## src/rtl/multicycle_ctrl_pkg.sv

```systemverilog
// Shared constants for the multicycle MIPS controller and the ALU control:
// ALU operation codes, controller state encodings and opcode/funct values.
package multicycle_ctrl_pkg;

  localparam logic [3:0] ALU_ADD   = 4'd0;
  localparam logic [3:0] ALU_SUB   = 4'd1;
  localparam logic [3:0] ALU_AND   = 4'd2;
  localparam logic [3:0] ALU_OR    = 4'd3;
  localparam logic [3:0] ALU_SLT   = 4'd4;
  localparam logic [3:0] ALU_LUI   = 4'd5;
  localparam logic [3:0] ALU_FUNCT = 4'd6;

  typedef enum logic [3:0] {
    S_FETCH   = 4'd0,
    S_DECODE  = 4'd1,
    S_MEMADR  = 4'd2,
    S_MEMRD   = 4'd3,
    S_MEMWB   = 4'd4,
    S_MEMWR   = 4'd5,
    S_REX     = 4'd6,
    S_RWB     = 4'd7,
    S_BRANCH  = 4'd8,
    S_IEX     = 4'd9,
    S_IWB     = 4'd10,
    S_JUMP    = 4'd11,
    S_JREG    = 4'd12,
    S_ILLEGAL = 4'd13
  } state_e;

  localparam logic [5:0] OP_RTYPE = 6'h00;
  localparam logic [5:0] OP_LW    = 6'h23;
  localparam logic [5:0] OP_SW    = 6'h2B;
  localparam logic [5:0] OP_BEQ   = 6'h04;
  localparam logic [5:0] OP_BNE   = 6'h05;
  localparam logic [5:0] OP_ADDI  = 6'h08;
  localparam logic [5:0] OP_ADDIU = 6'h09;
  localparam logic [5:0] OP_SLTI  = 6'h0A;
  localparam logic [5:0] OP_ANDI  = 6'h0C;
  localparam logic [5:0] OP_ORI   = 6'h0D;
  localparam logic [5:0] OP_LUI   = 6'h0F;
  localparam logic [5:0] OP_J     = 6'h02;
  localparam logic [5:0] OP_JAL   = 6'h03;

  localparam logic [5:0] FN_JR    = 6'h08;

  function automatic logic is_imm_alu(input logic [5:0] op);
    return (op == OP_ADDI) || (op == OP_ADDIU) || (op == OP_SLTI) ||
           (op == OP_ANDI) || (op == OP_ORI)   || (op == OP_LUI);
  endfunction

  function automatic logic imm_signed(input logic [5:0] op);
    return (op == OP_ADDI) || (op == OP_ADDIU) || (op == OP_SLTI);
  endfunction

  function automatic logic [3:0] imm_aluop(input logic [5:0] op);
    logic [3:0] res;
    case (op)
      OP_SLTI: res = ALU_SLT;
      OP_ANDI: res = ALU_AND;
      OP_ORI:  res = ALU_OR;
      OP_LUI:  res = ALU_LUI;
      default: res = ALU_ADD;
    endcase
    return res;
  endfunction

endpackage

```

## src/rtl/multicycle_ctrl_next_state.sv

```systemverilog
// Combinational next-state logic for the multicycle controller. DECODE uses
// the live IR fields; MEMADR uses the opcode latched during DECODE.
module ctrl_next_state
  import multicycle_ctrl_pkg::*;
(
  input  logic [3:0] state,
  input  logic [5:0] opcode,
  input  logic [5:0] funct,
  input  logic [5:0] op_latched,
  input  logic       mem_ready,
  output logic [3:0] next_state
);

  state_e cur;
  state_e nxt;

  always_comb begin
    cur = state_e'(state);
    nxt = S_FETCH;
    case (cur)
      S_FETCH:  nxt = mem_ready ? S_DECODE : S_FETCH;
      S_DECODE: begin
        if ((opcode == OP_LW) || (opcode == OP_SW)) begin
          nxt = S_MEMADR;
        end else if (opcode == OP_RTYPE) begin
          nxt = (funct == FN_JR) ? S_JREG : S_REX;
        end else if ((opcode == OP_BEQ) || (opcode == OP_BNE)) begin
          nxt = S_BRANCH;
        end else if (is_imm_alu(opcode)) begin
          nxt = S_IEX;
        end else if ((opcode == OP_J) || (opcode == OP_JAL)) begin
          nxt = S_JUMP;
        end else begin
          nxt = S_ILLEGAL;
        end
      end
      S_MEMADR: nxt = (op_latched == OP_SW) ? S_MEMWR : S_MEMRD;
      S_MEMRD:  nxt = mem_ready ? S_MEMWB : S_MEMRD;
      S_MEMWR:  nxt = mem_ready ? S_FETCH : S_MEMWR;
      S_REX:    nxt = S_RWB;
      S_IEX:    nxt = S_IWB;
      default:  nxt = S_FETCH;
    endcase
    next_state = nxt;
  end

endmodule

```

## src/rtl/multicycle_ctrl.sv

```systemverilog
// Multicycle MIPS sequencing controller: state register, opcode latch and
// per-state datapath control decode.
module multicycle_ctrl
  import multicycle_ctrl_pkg::*;
#(
  parameter int unsigned STATE_W = 4
) (
  input  logic               clk,
  input  logic               rst_n,
  input  logic [5:0]         opcode,
  input  logic [5:0]         funct,
  input  logic               mem_ready,
  output logic               PCWrite,
  output logic               PCWriteCond,
  output logic               BranchNE,
  output logic               IorD,
  output logic               MemRead,
  output logic               MemWrite,
  output logic               IRWrite,
  output logic [1:0]         RegDst,
  output logic [1:0]         MemtoReg,
  output logic               RegWrite,
  output logic               ALUSrcA,
  output logic [1:0]         ALUSrcB,
  output logic [3:0]         ALUOp,
  output logic               SignExtend,
  output logic [1:0]         PCSource,
  output logic               illegal_op,
  output logic               retire,
  output logic [STATE_W-1:0] state
);

  state_e     state_q, state_d;
  logic [3:0] ns_raw;
  logic [5:0] op_q, op_d;

  ctrl_next_state u_next_state (
    .state      (state_q),
    .opcode     (opcode),
    .funct      (funct),
    .op_latched (op_q),
    .mem_ready  (mem_ready),
    .next_state (ns_raw)
  );

  // funct is consumed only in DECODE, so only the opcode needs a held copy.
  always_comb begin
    state_d = state_e'(ns_raw);
    op_d    = (state_q == S_DECODE) ? opcode : op_q;
  end

  always_ff @(posedge clk or negedge rst_n) begin
    if (!rst_n) begin
      state_q <= S_FETCH;
      op_q    <= '0;
    end else begin
      state_q <= state_d;
      op_q    <= op_d;
    end
  end

  // Gating with rst_n drops every strobe the moment reset asserts.
  always_comb begin
    PCWrite     = 1'b0;
    PCWriteCond = 1'b0;
    BranchNE    = 1'b0;
    IorD        = 1'b0;
    MemRead     = 1'b0;
    MemWrite    = 1'b0;
    IRWrite     = 1'b0;
    RegDst      = 2'd0;
    MemtoReg    = 2'd0;
    RegWrite    = 1'b0;
    ALUSrcA     = 1'b0;
    ALUSrcB     = 2'd0;
    ALUOp       = ALU_ADD;
    SignExtend  = 1'b0;
    PCSource    = 2'd0;
    illegal_op  = 1'b0;
    retire      = 1'b0;
    state       = '0;
    if (rst_n) begin
      state = STATE_W'(state_q);
      case (state_q)
        S_FETCH: begin
          MemRead = 1'b1;
          ALUSrcB = 2'd1;
          ALUOp   = ALU_ADD;
          if (mem_ready) begin
            IRWrite = 1'b1;
            PCWrite = 1'b1;
          end
        end
        S_DECODE: begin
          ALUSrcB    = 2'd3;
          SignExtend = 1'b1;
          ALUOp      = ALU_ADD;
        end
        S_MEMADR: begin
          ALUSrcA    = 1'b1;
          ALUSrcB    = 2'd2;
          SignExtend = 1'b1;
          ALUOp      = ALU_ADD;
        end
        S_MEMRD: begin
          MemRead = 1'b1;
          IorD    = 1'b1;
        end
        S_MEMWB: begin
          RegWrite = 1'b1;
          MemtoReg = 2'd1;
          retire   = 1'b1;
        end
        S_MEMWR: begin
          MemWrite = 1'b1;
          IorD     = 1'b1;
          retire   = mem_ready;
        end
        S_REX: begin
          ALUSrcA = 1'b1;
          ALUOp   = ALU_FUNCT;
        end
        S_RWB: begin
          RegWrite = 1'b1;
          RegDst   = 2'd1;
          retire   = 1'b1;
        end
        S_BRANCH: begin
          ALUSrcA     = 1'b1;
          ALUOp       = ALU_SUB;
          PCWriteCond = 1'b1;
          PCSource    = 2'd1;
          BranchNE    = (op_q == OP_BNE);
          retire      = 1'b1;
        end
        S_IEX: begin
          ALUSrcA    = 1'b1;
          ALUSrcB    = 2'd2;
          ALUOp      = imm_aluop(op_q);
          SignExtend = imm_signed(op_q);
        end
        S_IWB: begin
          RegWrite = 1'b1;
          retire   = 1'b1;
        end
        S_JUMP: begin
          PCWrite  = 1'b1;
          PCSource = 2'd2;
          retire   = 1'b1;
          if (op_q == OP_JAL) begin
            RegWrite = 1'b1;
            RegDst   = 2'd2;
            MemtoReg = 2'd2;
          end
        end
        S_JREG: begin
          PCWrite  = 1'b1;
          PCSource = 2'd3;
          retire   = 1'b1;
        end
        S_ILLEGAL: begin
          illegal_op = 1'b1;
          retire     = 1'b1;
        end
        default: ;
      endcase
    end
  end

endmodule

```

## config.mk

```make
export PLATFORM = sky130hd
export DESIGN_NAME = multicycle_ctrl
export DESIGN_NICKNAME = d
export VERILOG_FILES = /design/src/rtl/multicycle_ctrl_pkg.sv /design/src/rtl/multicycle_ctrl_next_state.sv /design/src/rtl/multicycle_ctrl.sv
export SDC_FILE = /design/constraint.sdc
export NUM_CORES = 1
export LEC_CHECK = 0
export ABC_CLOCK_PERIOD_IN_PS = 2950
export BUFFER_PORTS_ARGS = -buffer_cell sky130_fd_sc_hd__buf_2
export CORE_MARGIN = 2
export CORE_UTILIZATION = 51
export DETAILED_ROUTE_END_ITERATION = 7
export HOLD_SLACK_MARGIN = 0.02
export PLACE_DENSITY = 0.83
export SYNTH_ARGS = -nofsm -noshare
export SYNTH_HDL_FRONTEND = slang
export SYNTH_SLANG_ARGS = --single-unit
```

## constraint.sdc

```tcl
create_clock -name clk -period 2.95 [get_ports clk]
set_input_delay 0.59 -clock clk [delete_from_list [all_inputs] [get_ports clk]]
set_output_delay 0.59 -clock clk [all_outputs]
set_load 0.1 [all_outputs]
```

==> flow_metrics.env <==
export IMPL_syn_area_per_cell_sq_um=7.49
export IMPL_die_w_um=49.0
export IMPL_setup_viol=0
export IMPL_synth_top_cells_by_count="sky130_fd_sc_hd__nor2_1 (19), sky130_fd_sc_hd__dfrtp_1 (10), sky130_fd_sc_hd__nand2_1 (10)"
export IMPL_slowest_delay_ns=0.59
export IMPL_initial_core_util_pct=53.2
export IMPL_run_status="completed"
export IMPL_worstRegToRegCells=4
export IMPL_final_period_utilization_pct=92.4
export IMPL_nNetsFinal=195
export IMPL_cpMaxStageDelayCell="sky130_fd_sc_hd__dfrtp_1"
export IMPL_core_area_sq_um=1940
export IMPL_number_of_antenna_violations_at_the_first_check_in_global_routing=0
export IMPL_post_cts_resized_instances=0
export IMPL_finish_utilization_pct=73.1
export IMPL_slew_viol_final=0
export IMPL_synth_cell_type_count=45
export IMPL_period_needed_ns=2.72
export IMPL_tightestPinTransition_ns=0.567
export IMPL_cts_tree="done"
export IMPL_rows=16
export IMPL_drt_iter0_markers=8
export IMPL_synth_top_family_by_area="simple AND/OR/NAND/NOR gates"
export IMPL_synth_most_common_cell="sky130_fd_sc_hd__nor2_1"
export IMPL_arrival_time_worst_endpoint_ns=2.13
export IMPL_cts_sinks=10
export IMPL_achievable_frequency_mhz=367
export IMPL_worst_hold_slack_ns=0.168
export IMPL_area_growth_from_synthesis_to_layout_pct=37.4
export IMPL_post_route_cells_drive_above_1_share_pct=40.8
export IMPL_synth_xor_xnor_area_share_pct=2.54
export IMPL_avgViaCountPerCell=5.56
export IMPL_clock_slew_at_reported_path_ffs_ns=0.06
export IMPL_diodes=0
export IMPL_detail_route_first_pass_iterations=4
export IMPL_grt_setup_unrepaired="false"
export IMPL_hold_class="in -> async"
export IMPL_drt_antenna_violating_nets=0
export IMPL_routed_via_count=1146
export IMPL_chipHeight_um=49.0
export IMPL_finClkSkew_ns=0.00272
export IMPL_root_buffer="sky130_fd_sc_hd__clkbuf_4"
export IMPL_async_flop_share_pct=100
export IMPL_synth_top_cells_by_area="sky130_fd_sc_hd__dfrtp_1 (24%), sky130_fd_sc_hd__nor2_1 (6.9%), sky130_fd_sc_hd__mux2_2 (6.5%)"
export IMPL_routed_wirelength_um=2660
export IMPL_clockBufferDepth=2
export IMPL_yosys_area_top_type_share_pct=24.2
export IMPL_synth_area_in_compound_gates_pct=18.6
export IMPL_report_power_total_uw=1570
export IMPL_cp_required_ns=2.36
export IMPL_p_per_area_nw_per_um2=1100
export IMPL_criticalPathCategory="reg -> out"
export IMPL_synthesis_area_sq_um=1030
export IMPL_design_area_sq_um=1420
export IMPL_global_route_wire_length_before_repair_um=4490
export IMPL_route_detailed_wl_per_inst_um=12.9
export IMPL_number_of_enable_flip_flop_cells_after_synthesis=0
export IMPL_r2r_start="state_q[1]$_DFF_PN0_"
export IMPL_ports_placed_on_the_boundary=43
export IMPL_finalHoldViolCount=0
export IMPL_syn_inst=138
export IMPL_critPathMaxFanout=18
export IMPL_timing_max_cap_violations=0
export IMPL_timing_critical_path_buf_inv=1
export IMPL_setup_worst_path_start_class="flop"
export IMPL_post_cts_hold_buffer_count=0
export IMPL_mappedNetlistNets=153
export IMPL_maximum_vdd_drop_mv=0.635
export IMPL_design_die_area_sq_um=2400
export IMPL_placement_io_buffers=41
export IMPL_grt_overflow_total=0
export IMPL_path_cells="nor2b_1 > nand4_1 > or3b_1 > a21oi_2 > buf_12"
export IMPL_clk_latency_ns=0.27
export IMPL_ys_warn_count=0
export IMPL_cts_htree_levels=1
export IMPL_yosysTopAreaCell="sky130_fd_sc_hd__dfrtp_1"
export IMPL_yosys_register_bits=10
export IMPL_place_ws_ns=0.433
export IMPL_synth_adder_area_share_pct=0
export IMPL_post_route_worst_setup_slack_ns=0.226
export IMPL_synth_yosys_seq_area_share_pct=24.2
export IMPL_gr_usage_all_layers_pct=23.4
export IMPL_postCtsSetupBuffers=0
export IMPL_dominantRegCellSynth="sky130_fd_sc_hd__dfrtp_1"
export IMPL_place_area_sq_um=1380
export IMPL_cell_family_contributing_the_most_delay_on_the_critical_path="simple AND/OR/NAND/NOR gates"
export IMPL_synthesized_area_fraction_occupied_by_and_or_nand_nor_cells_pct=39.8
export IMPL_drc=0
export IMPL_slew_headroom_pct=62.2
export IMPL_reg2reg_to="op_q[4]$_DFFE_PN0P_"
export IMPL_numCtsBuffers=3
export IMPL_p_leak_uw=0.000665
export IMPL_synth_mux_area_fraction_pct=7.51
export IMPL_nature_of_the_critical_path_endpoint="output pin"
export IMPL_first_global_vias=1035
export IMPL_dp_hpwl_um=2180
export IMPL_pin_count_of_the_biggest_net_entering_global_routing=24
export IMPL_r2r_setup_slack_ns=1.28
export IMPL_gp_routability_congestion=0.847
metal layers:
layer,track usage [%],up-vias,part of all wire [%]
met1,29.3,520,43
met4,12.4,0,2.9
met5,0,-,0
li1,-,577,-
met2,39.7,40,49
met3,2.15,9,4.3
state kept, by name (all words and copies together), names as in the netlist:
name and count:
op_q 6, state_q 4
power by group:
group | leakage, uW | internal (uW) | total [uW] | switching [uW]
clock | 0.0000210 | 75.1 | 123 | 47.5
sequential | 0.000122 | 203 | 307 | 104
combinational | 0.000523 | 311 | 1140 | 828
stage by stage:
step / instances / setup TNS [ns]
3_3_place_gp: 202 / 0
6_report: 206 / 0
5_1_grt: 206 / 0
2_1_floorplan: 138 / -0.691
3_5_place_dp: 202 / 0
4_1_cts: 206 / 0
how the worst max path moves through the flow:
stage,startpoint,to,cells past startpoint
after detailed placement,rst_n,PCWrite,6
after global placement,rst_n,PCWrite,6
after CTS,state_q[2]$_DFF_PN0_,ALUOp[1],5
after floorplan,rst_n,BranchNE,4
after global routing,state_q[2]$_DFF_PN0_,PCWrite,6
final,state_q[2]$_DFF_PN0_,ALUOp[1],5
cells by family after synthesis:
logic type	count (synthesis)
and+or+nand+nor	72
other	1
DFF	10
AOI/OAI and AO/OA	30
buffers and inverters	15
muxes	7
xor gates and xnor gates	3
worst register-to-register path, delay by kind of cell (launching register included):
family        cells  cell delay [ns]
buf+inv           1             0.22
flops             1             0.38
mux               1             0.38
simple gates      2             0.58
cells in the final DEF, fill, tap and decap left out, drive strengths merged, types with 4 or more instances in the layout:
| cell type | count |
|---|---|
| dfrtp | 10 |
| clkbuf | 4 |
| nor2 | 19 |
| o21ai | 7 |
| nor2b | 5 |
| buf | 46 |
| nand2 | 10 |
| nand2b | 5 |
| nor3 | 8 |
| mux2 | 6 |
| a21oi | 9 |
| inv | 6 |
area by class of cell:
| class | count | area [sq um] |
|---|---|---|
| Sequential cell | 10 | 250 |
| Inverter | 6 | 22.5 |
| Multi-Input combinational cell | 113 | 805 |
| Tap cell | 27 | 33.8 |
| Timing Repair Buffer | 46 | 273 |
| Clock buffer | 4 | 36.3 |
| Fill cell | 157 | 522 |
(Power assumes the default switching activity.)
